===== config.mk =====
export PLATFORM = sky130hd
export DESIGN_NAME = first_nios2_system_onchip_mem_arbiter
export DESIGN_NICKNAME = d
export VERILOG_FILES = /design/src/rtl/first_nios2_system_onchip_mem_arbiter.sv
export SDC_FILE = /design/constraint.sdc
export NUM_CORES = 1
export LEC_CHECK = 0
export CAP_MARGIN = 25
export CORE_AREA = 2 2 101 103
export DETAILED_ROUTE_END_ITERATION = 12
export DIE_AREA = 0 0 103 105
export HOLD_SLACK_MARGIN = 0.12
export PLACE_DENSITY = 0.68
export SYNTH_ARGS = -nofsm -noshare
export SYNTH_HDL_FRONTEND = slang
export SYNTH_SLANG_ARGS = --single-unit

===== constraint.sdc =====
create_clock -name clk -period 3.72 [get_ports clk]
set_input_delay 1.116 -clock clk [delete_from_list [all_inputs] [get_ports clk]]
set_output_delay 1.116 -clock clk [all_outputs]
set_load 0.03 [all_outputs]

===== src/rtl/first_nios2_system_onchip_mem_arbiter.sv =====
// -----------------------------------------------------------------------------
// first_nios2_system_onchip_mem_arbiter
//
// Shares the single-port 32-bit on-chip memory (s1 slave) between the Nios II
// data master (m0) and the DMA master (m1). One access is granted per cycle.
// Read data comes back one cycle after the accept and is steered to the issuing
// master. Word addresses at or above DEPTH are accepted but never reach the
// memory: writes are dropped and reads return zero.
//
// Configuration macro:
//   ONCHIP_ARB_FIXED_PRIORITY_EN  defined   -> m0 always wins contention
//                                 undefined -> round-robin on a last-grant bit
//
// Ports (N = 0, 1):
//   clk, reset_n          clock, asynchronous active-low reset
//   mN_address            word address                      (in,  ADDR_W)
//   mN_byteenable         write byte lanes                  (in,  4)
//   mN_read, mN_write     request strobes; both high = write (in,  1)
//   mN_writedata          write data                        (in,  32)
//   mN_waitrequest        request not taken this cycle      (out, 1)
//   mN_readdata           shared read-return bus            (out, 32)
//   mN_readdatavalid      read-return strobe for master N   (out, 1)
//   mem_address .. mem_clken   drive of the memory s1 port  (out)
//   mem_readdata          memory output, valid one cycle after the address
// -----------------------------------------------------------------------------
module first_nios2_system_onchip_mem_arbiter #(
   parameter int DEPTH  = 9896,
   parameter int ADDR_W = 14
) (
   input  logic              clk,
   input  logic              reset_n,

   input  logic [ADDR_W-1:0] m0_address,
   input  logic [3:0]        m0_byteenable,
   input  logic              m0_read,
   input  logic              m0_write,
   input  logic [31:0]       m0_writedata,
   output logic              m0_waitrequest,
   output logic [31:0]       m0_readdata,
   output logic              m0_readdatavalid,

   input  logic [ADDR_W-1:0] m1_address,
   input  logic [3:0]        m1_byteenable,
   input  logic              m1_read,
   input  logic              m1_write,
   input  logic [31:0]       m1_writedata,
   output logic              m1_waitrequest,
   output logic [31:0]       m1_readdata,
   output logic              m1_readdatavalid,

   output logic [ADDR_W-1:0] mem_address,
   output logic [3:0]        mem_byteenable,
   output logic              mem_chipselect,
   output logic              mem_write,
   output logic [31:0]       mem_writedata,
   output logic              mem_clken,
   input  logic [31:0]       mem_readdata
);

   // One extra bit so the bound compares correctly even when DEPTH == 2**ADDR_W.
   localparam logic [ADDR_W:0] DEPTH_W = (ADDR_W+1)'(DEPTH);

   logic              req0;
   logic              req1;
   logic              gnt_valid;   // some master is granted this cycle
   logic              gnt_sel;     // 0 = m0, 1 = m1 (meaningful with gnt_valid)

   logic [ADDR_W-1:0] sel_addr;
   logic [3:0]        sel_be;
   logic [31:0]       sel_wdata;
   logic              sel_write;
   logic              sel_read;
   logic              in_range;

   logic              rd_valid_q, rd_valid_d;
   logic              rd_owner_q, rd_owner_d;
   logic              rd_oor_q,   rd_oor_d;

   assign req0 = m0_read | m0_write;
   assign req1 = m1_read | m1_write;

`ifndef ONCHIP_ARB_FIXED_PRIORITY_EN
   // Master granted most recently; the other one wins the next contention.
   logic last_grant_q, last_grant_d;
`endif

   // ---------------------------------------------------------------------------
   // Grant decision. No grant at all while reset is held, so nothing reaches
   // the memory and every requester sees waitrequest.
   // ---------------------------------------------------------------------------
   always_comb begin
      // NOTE: every output of a combinational block gets a default first so no
      // path through the if/else leaves it unassigned (which would be a latch).
      gnt_valid = 1'b0;
      gnt_sel   = 1'b0;
      if (reset_n) begin
         if (req0 && req1) begin
            gnt_valid = 1'b1;
`ifdef ONCHIP_ARB_FIXED_PRIORITY_EN
            gnt_sel   = 1'b0;
`else
            gnt_sel   = ~last_grant_q;
`endif
         end else if (req0) begin
            gnt_valid = 1'b1;
            gnt_sel   = 1'b0;
         end else if (req1) begin
            gnt_valid = 1'b1;
            gnt_sel   = 1'b1;
         end
      end
   end

   // ---------------------------------------------------------------------------
   // Request mux toward the memory
   // ---------------------------------------------------------------------------
   assign sel_addr  = gnt_sel ? m1_address    : m0_address;
   assign sel_be    = gnt_sel ? m1_byteenable : m0_byteenable;
   assign sel_wdata = gnt_sel ? m1_writedata  : m0_writedata;
   assign sel_write = gnt_sel ? m1_write      : m0_write;
   // A simultaneous read+write is a write and never produces read data.
   assign sel_read  = (gnt_sel ? m1_read : m0_read) & ~sel_write;
   assign in_range  = {1'b0, sel_addr} < DEPTH_W;

   assign mem_address    = sel_addr;
   assign mem_byteenable = sel_be;
   assign mem_writedata  = sel_wdata;
   assign mem_chipselect = gnt_valid & in_range;
   assign mem_write      = gnt_valid & sel_write & in_range;
   assign mem_clken      = 1'b1;

   assign m0_waitrequest = req0 & ~(gnt_valid & ~gnt_sel);
   assign m1_waitrequest = req1 & ~(gnt_valid &  gnt_sel);

   // ---------------------------------------------------------------------------
   // Read-return pipeline: one stage matching the memory's address register.
   // ---------------------------------------------------------------------------
   assign rd_valid_d = gnt_valid & sel_read;
   assign rd_owner_d = gnt_sel;
   assign rd_oor_d   = ~in_range;

   // NOTE: state registers use non-blocking assignments and an asynchronous
   // active-low reset, so reset drops a pending read return immediately.
   always_ff @(posedge clk or negedge reset_n) begin
      if (!reset_n) begin
         rd_valid_q <= 1'b0;
         rd_owner_q <= 1'b0;
         rd_oor_q   <= 1'b0;
      end else begin
         rd_valid_q <= rd_valid_d;
         rd_owner_q <= rd_owner_d;
         rd_oor_q   <= rd_oor_d;
      end
   end

`ifndef ONCHIP_ARB_FIXED_PRIORITY_EN
   assign last_grant_d = gnt_valid ? gnt_sel : last_grant_q;

   // Reset to m1 so that m0 wins the first contention.
   always_ff @(posedge clk or negedge reset_n) begin
      if (!reset_n) begin
         last_grant_q <= 1'b1;
      end else begin
         last_grant_q <= last_grant_d;
      end
   end
`endif

   // Both masters share one data bus; only the valid strobe is steered.
   assign m0_readdata      = rd_oor_q ? 32'h0 : mem_readdata;
   assign m1_readdata      = rd_oor_q ? 32'h0 : mem_readdata;
   assign m0_readdatavalid = rd_valid_q & ~rd_owner_q;
   assign m1_readdatavalid = rd_valid_q &  rd_owner_q;

endmodule

* Word level (Yosys, flattened, before mapping)
Index checks and enable logic that the tools add are counted.
** Storage, ports and cells
- Register bits after elaboration :: 4
- Word-level logic and storage cells :: 39
** Cells by class
- Bitwise gates (word level) :: 20
- Magnitude comparators :: 1
- Reductions and logical operators :: 1
- Multiplexer cells :: 13
** Operators with widths (count)
- 32-bit 2-to-1 mux :: 2
- 14-bit less-than comparator, second input constant :: 1
- 14-bit 2-to-1 mux :: 1
- 1-bit bitwise AND :: 11
- 1-bit 2-to-1 mux :: 9
- 1-bit inverter :: 7
- 4-bit 2-to-1 mux :: 1
- 1-bit OR :: 2
- 1-bit logical AND :: 1

* Longest topological paths before layout
Gate-level depths: netlist of run 1.
- Depth in word-level cells :: 9
- Mapped depth :: 7

* Worst setup path after synthesis of run 1
OpenSTA, ideal clock, no wires.
- Path type :: input-to-output
- Start point :: in m0_read
- End point :: out mem_chipselect
- Required time :: 2604 ps
- Slack :: 90 ps
- Arrival time :: 2514 ps
- Cell stages on the path :: 5
- Path buffers :: 1
- Path through :: o21a_1 nand2b_4 buf_6 mux2_2 a221oi_2
** Between the ends
- Cells in the longest elaborated chain, start to end :: 7
- Elaborated cells between the ends (all ways) :: 11
** RTL lines
- start, declared :: line 35 : input logic m0_read,
- 1-bit OR (*) :: line 79 : assign req0 = m0_read | m0_write;
- 1-bit 2-to-1 mux / 1-bit logical AND (equally long branches) :: line 104, 97
- 1-bit 2-to-1 mux (*) :: line 97 : if (req0 && req1) begin
- 1-bit 2-to-1 mux (*) :: line 96 : if (reset_n) begin
- 14-bit 2-to-1 mux (*) :: line 117 : assign sel_addr = gnt_sel ? m1_address : m0_address;
- net mem_address[13] :: line 51 : output logic [ADDR_W-1:0] mem_address,
- 14-bit less-than comparator (*) :: line 123 : assign in_range = {1'b0, sel_addr} < DEPTH_W;
- 1-bit bitwise AND (*) :: line 128 : assign mem_chipselect = gnt_valid & in_range;
- end, declared :: line 53 : output logic mem_chipselect,
The timed path passes the listed nets; every way through them passes the cells marked *.

* Worst setup path after layout of run 1
- Start point :: in mem_readdata[0]
- End point :: out m1_readdata[0]
** Between the ends
- Cells in the longest elaborated chain, start to end :: 1
** RTL lines
- start, declared :: line 57 : input logic [31:0] mem_readdata
- 32-bit 2-to-1 mux :: line 171 : assign m1_readdata = rd_oor_q ? 32'h0 : mem_readdata;
- end, declared :: line 48 : output logic [31:0] m1_readdata,
Every way passes these cells.

==> impl_results.md, run 1 <==
- Vias in the first global route: 2,488
- Max Freq: 274.8 MHz
- Rel. slew slack: 36.97%
- Overflow after GRT: 0
- Largest net degree at the start of global routing: 33
- Post-Syn Area: 1396 sq um
- Post-synthesis sequential area ratio: 7.258%
- Reg-to-reg startpoint: last_grant_q
- Post-Synth Adder-Cell Area: 0%
- Placed Area: 3816 sq um
- Yosys warns: 0
- RSZ-0062 raised after global routing: false
- FF-to-FF path depth: 4
- Reg-to-Reg End: rd_oor_q
- Drt total wl: 8712 um
- Area fraction of the dominant cell type after synthesis: 39.78%
- Layout cells sized above 1: 16.83%
- Core Footprint: 9639 sq um
- Seq. cell area: 101.3 sq um
- Minimum clock period: 3.639 ns
- Hold Path Depth: 2
- Period utilization: 97.82%
- Fin area: 3904 sq um
- Port Buf Inserts: 257
- # nets final: 638
- Row count: 36
- Avg Cell Area, Syn: 5.191 sq um
- Die ar.: 10,820 sq um
- Register-to-Register Setup Slack: 2.26 ns
- Worst-path clk slew: 0.03 ns
- Most frequent CP cell: clkdlybuf4s50_1
- Worst min-delay path endpoint: last_grant_q
- Post-synth ARST share: 100.0%
- Initial core utilization: 14.49%
- Crit-path leading delay family: buffers and inverters
- GR Util All Layers: 15.18%
- Status: finished, final reports clean
- Post-DRT Antenna Nets: 0
- Die width: 103 um
- XOR/XNOR Fraction of Synth Area: 0%
- Latest clock arrival within the worst-skew pair: 0.22 ns
- Multi-input logic area: 992.2 sq um
- Most frequent cell after synthesis: nand2_1
- DR pass1 iterations: 5
- CTS root buf: clkbuf_8
- Worst-Margin Slew: 0.9454 ns
- Number of diodes: 0
- IO Count: 259
- Critical-path cell list: clkdlybuf4s50_1, nor2b_1, clkdlybuf4s50_1
- 1st-iter DRT viols: 63
- Die Ht: 105 um
- Final slew viol count: 0
- Vias per cell: 4.002
- CP Launch Point: mem_readdata[0]
- Initial antenna violation count: 0
- Setup_tns: 0 ns
- CP max stage cell: clkdlybuf4s50_1
- Top cells by area, synth: nand2_1 (40%), buf_4 (18%), nor2b_1 (15%), dfrtp_1 (5.4%), clkbuf_1 (3.2%)
- Net count of the mapped netlist: 407
- Yosys cell types: 24
- Placed cells: 627
- Data arrival, critical path: 2.52 ns
- Max Cap Violations: 0
- Final WS setup: 0.08104 ns
- Crit Path Class: in -> out
- Min-delay src: last_grant_q
- CTS tree: built
- # hold bufs at CTS: 0
- Area growth syn-to-layout: 179.6%
- Slowest stage delay, CP: 0.73 ns
- CP bufs+invs: 2
- Number of fill cells in the layout: 1,049
- Syn Inst Count: 269
- Post-layout util: 40.50%
- Fin. Hold Viols: 0
- Synth Area in Compound Gates: 9.319%
- Final HPWL DP: 7708 um
- CTS sink cnt: 4
- Routability cong.: 0.8035
- TritonCTS buffer count: 3
- Vias post-DR: 2,529
- Synth cell count leaders: nand2_1 (148), buf_4 (33), nor2b_1 (33)
- WP data required: 2.60 ns
- Setup crit start kind: input pin
- Combinational family with the most area after synthesis: simple AND/OR/NAND/NOR gates
- Leakage: 1.838 nW
- Crit path max fanout: 2
- DRC Markers: 0
- Worst Skew: 0.001376 ns
- Pwr Density: 263.4 nW/um^2
- Post-synthesis register bit count: 4
- CTS max path bufs: 2
- Multiplexer share of the synthesized area: 0.8065%
- H-tree levels: 1
- Primary FF master, synth: dfrtp_1
- HP Class: reg -> reg
- Fin cells: 632
- CP Capture Type: output pin
- Maximum vdd drop: 87.08 uV
- Simple-Gate Fraction of Synth Area: 59.41%
- Post-synth EDFFs: 0
- Wirelength per Cell: 13.78 um
- Placement Setup Slack: -0.1845 ns
- # setup viols final: 0
- First-pass GRT wire length: 12,730 um
- Dominant cell type by area after synthesis: nand2_1
-- worst max path at each step --
stage / end / depth (start not counted) / slack [ns]
after floorplan: mem_chipselect / 5 / 0.09
after global placement: mem_chipselect / 6 / -0.15
after detailed placement: mem_chipselect / 6 / -0.18
after CTS: mem_chipselect / 6 / 0.02
after global routing: m1_readdata[0] / 3 / 0.003
final: m1_readdata[0] / 3 / 0.08
-- cell families (layout without fill, tap and decap cells) --
logic type | Yosys count | count (layout)
AOI/OAI and AO/OA | 19 | 19
buffers and inverters | 50 | 280
DFF | 4 | 4
muxes | 1 | 1
other | 1 | 1
and+or+nand+nor | 194 | 194
-- layer usage --
| layer | global-route usage (%) | wire [um] |
|---|---|---|
| met3 | 1.739 | 735 |
| met1 | 15.72 | 3082 |
| met2 | 30.24 | 4670 |
| met5 | 0 | 0 |
| met4 | 5.075 | 223 |
-- power breakdown --
group          total [W]  switching (W)  internal [W]  leakage [nW]
Sequential     0.0000653      0.0000147     0.0000507        0.0490
Combinational   0.000865       0.000472      0.000393          1.77
Clock          0.0000979      0.0000245     0.0000734        0.0228
-- layout by cell type, fill, tap and decap left out, types with 2 or more instances in the layout --
cell type	netlist	layout
inv_1	2	2
dlygate4sd2_1	0	12
clkdlybuf4s50_1	0	186
nor2_1	8	8
o21a_1	3	3
o21ai_2	0	2
o211ai_1	2	2
dlymetal6s2s_1	0	2
clkdlybuf4s15_1	0	2
nand2_1	148	148
nor2b_1	33	33
clkbuf_8	0	3
buf_4	33	66
o21ai_0	5	3
a21oi_1	6	5
and2_1	2	2
dfrtp_1	3	3
-- worst register-to-register path, stage by stage (launching register included) --
cell	delay, ns
dfstp_2	0.55
o21a_1	0.15
nand2b_4	0.17
mux2_4	0.34
and2_1	0.15
-- metrics by stage --
| step | total power [W] | hold slack [ns] |
|---|---|---|
| 2_1_floorplan | 0.0005376 | 0.4942 |
| 3_3_place_gp | 0.0009216 | 0.5098 |
| 3_5_place_dp | 0.0009290 | 0.5286 |
| 4_1_cts | 0.001041 | 0.5328 |
| 5_1_grt | 0.001091 | 0.5614 |
| 6_report | 0.001028 | 0.5335 |
-- registers in the layout, summed over array words and instances (netlist names) --
| register | cells |
|---|---|
| rd_valid_q | 1 |
| last_grant_q | 1 |
| rd_oor_q | 1 |
| rd_owner_q | 1 |
-- cell type report --
cell class | instances | area share (%)
tap | 133 | 4.263
multi-input combinational | 215 | 25.42
timing repair buffer | 273 | 66.25
inverter | 3 | 0.3205
clock buffer | 4 | 1.154
sequential | 4 | 2.596
-- repair_timing --
item | 4_1_cts | 5_1_grt
resized for setup | 24 | 9
gates cloned | 1 | 0
pin swaps | 9 | 5
buffers inserted | 0 | 0
endpoints found under the setup margin | 52 | 2
(Power assumes the default switching activity.)
==> run 2: changes to the inputs <==
- CAP_MARGIN: 25 -> default
==> results of run 2 <==
The final DEF is identical to that of run 1; final timing and power are the same.
==> run 3: changes to the inputs <==
- SLEW_MARGIN: default -> 40
==> run 3 against run 2 <==
  * Sequential share of layout area hardly changed
  * Cell count grew 0.47%
  * Wire length increased by 2.6%
  * Combinational power is 1% higher
  * Hold slack better by 0.0044 ns
  * Clock power increased by 1%
  * Setup slack got worse by 0.028 ns
  * Non-clock buffer count increased by 1
  * Largest cell class unchanged
  * Largest power group unchanged
==> impl_results.md, run 3 (synthesized netlist as in run 1, its figures left out) <==
- Status: finished, final reports clean
- Vias post-DR: 2,564
- CP Launch Point: m1_address[8]
- Total power: 0.001039 W
- Number of fill cells in the layout: 1,045
- CP max stage cell: o32a_1
- Data arrival, critical path: 2.55 ns
- Multi-input logic area: 992.2 sq um
- 1st-iter DRT viols: 65
- GR Util All Layers: 15.37%
- Die ar.: 10,820 sq um
- Fin. Hold Viols: 0
- CP endpoint: mem_chipselect
- Leakage: 1.857 nW
- WP data required: 2.60 ns
- FF-to-FF path depth: 4
- Worst Skew: 0.002539 ns
- Most common cell after layout, fill and taps aside: clkdlybuf4s50_1
- Post-layout util: 40.89%
- Critical-path cell list: dlygate4sd2_1, o211ai_1, a21oi_2, o32a_1, a221oi_2, buf_4
- Core Footprint: 9639 sq um
- Period utilization: 98.58%
- Overflow after GRT: 0
- Setup Buffers After CTS: 0
- Vias per cell: 4.038
- Maximum vdd drop: 88.89 uV
- Port Buf Inserts: 257
- Slowest stage delay, CP: 0.41 ns
- Vias in the first global route: 2,536
- Seq. cell area: 102.6 sq um
- Die Ht: 105 um
- Layout cells sized above 1: 17.20%
- Setup crit start kind: input pin
- Minimum clock period: 3.667 ns
- CTS root buf: clkbuf_8
- Die width: 103 um
- DR pass1 iterations: 4
- Register-to-Register Setup Slack: 2.25 ns
- CP Capture Type: output pin
- Pwr Density: 263.6 nW/um^2
- Latest clock arrival within the worst-skew pair: 0.22 ns
- IO Count: 259
- Area growth syn-to-layout: 182.3%
- # setup viols final: 0
- Max Cap Violations: 0
- Placed cells: 627
- Initial antenna violation count: 2
- Drt total wl: 8938 um
- First-pass GRT wire length: 12,810 um
- Final HPWL DP: 7746 um
- TritonCTS buffer count: 3
- H-tree levels: 1
- HP Class: reg -> reg
- Max Freq: 272.7 MHz
- Initial core utilization: 14.49%
- Fin cells: 635
- DRC Markers: 0
- Wirelength per Cell: 14.08 um
- Largest net degree at the start of global routing: 33
- Routability cong.: 0.8035
- Crit Path Class: in -> out
- CTS max path bufs: 2
- RSZ-0062 raised after global routing: true
- Worst-path clk slew: 0.03 ns
- Post-DRT Antenna Nets: 0
- Final slew viol count: 0
- # nets final: 639
- Row count: 36
- CTS tree: built
- Reg-to-reg startpoint: last_grant_q
- CTS sink cnt: 4
- Most frequent cells in the layout: clkdlybuf4s50_1 (186), nand2_1 (148), buf_4 (66)
- Crit path max fanout: 3
- Reg-to-Reg End: rd_oor_q
## run 3: how the worst min path moves through the flow
stage	start	end	cells after the start
detailed placement	last_grant_q	last_grant_q	2
finish	last_grant_q	last_grant_q	2
global placement	last_grant_q	last_grant_q	2
floorplan	last_grant_q	last_grant_q	2
global route	last_grant_q	last_grant_q	2
CTS	last_grant_q	last_grant_q	2
## run 3: routing by layer
layer / global-route usage (%) / wire, um
met1: 16.45 / 3231
met2: 29.68 / 4811
met3: 1.605 / 685
met4: 6.015 / 210
met5: 0 / 0
## run 3: what timing repair did
action	4_1_cts	5_1_grt
pin swaps	7	4
resized for setup	23	7
cloned	1	1
hold buffers	0	0
setup endpoints to repair	52	3
## run 3: worst max-delay path, delay by kind of cell
family          cells  cell delay [ns]
buf+inv             2             0.47
compound gates      4             0.96
## run 3: layout make-up
cell class	instances	area share, %
well taps	133	4.222
multi-input cells	215	25.17
repair buffers	274	66.38
inverters	3	0.3492
flip-flops and latches	4	2.603
diodes	2	0.1270
clock buffers	4	1.143
## run 3: power breakdown
part	leakage (nW)	switching, W	internal [W]	total, W
combinational	1.79	0.000476	0.000398	0.000874
sequential	0.0479	0.0000144	0.0000510	0.0000654
clock	0.0228	0.0000256	0.0000735	0.0000990
total	1.86	0.000516	0.000523	0.00104
## run 3: stage by stage
stage          setup TNS (ns)  setup slack [ns]  instance area (sq um)  hold slack (ns)
2_1_floorplan               0           0.09046                   1396           0.4942
3_5_place_dp           -6.772           -0.1886                   3817           0.5286
3_3_place_gp           -4.621           -0.1482                   3816           0.5098
5_1_grt              -0.01576          -0.01576                   3941           0.5614
4_1_cts                     0          0.006102                   3896           0.5328
6_report                    0           0.05291                   3941           0.5379
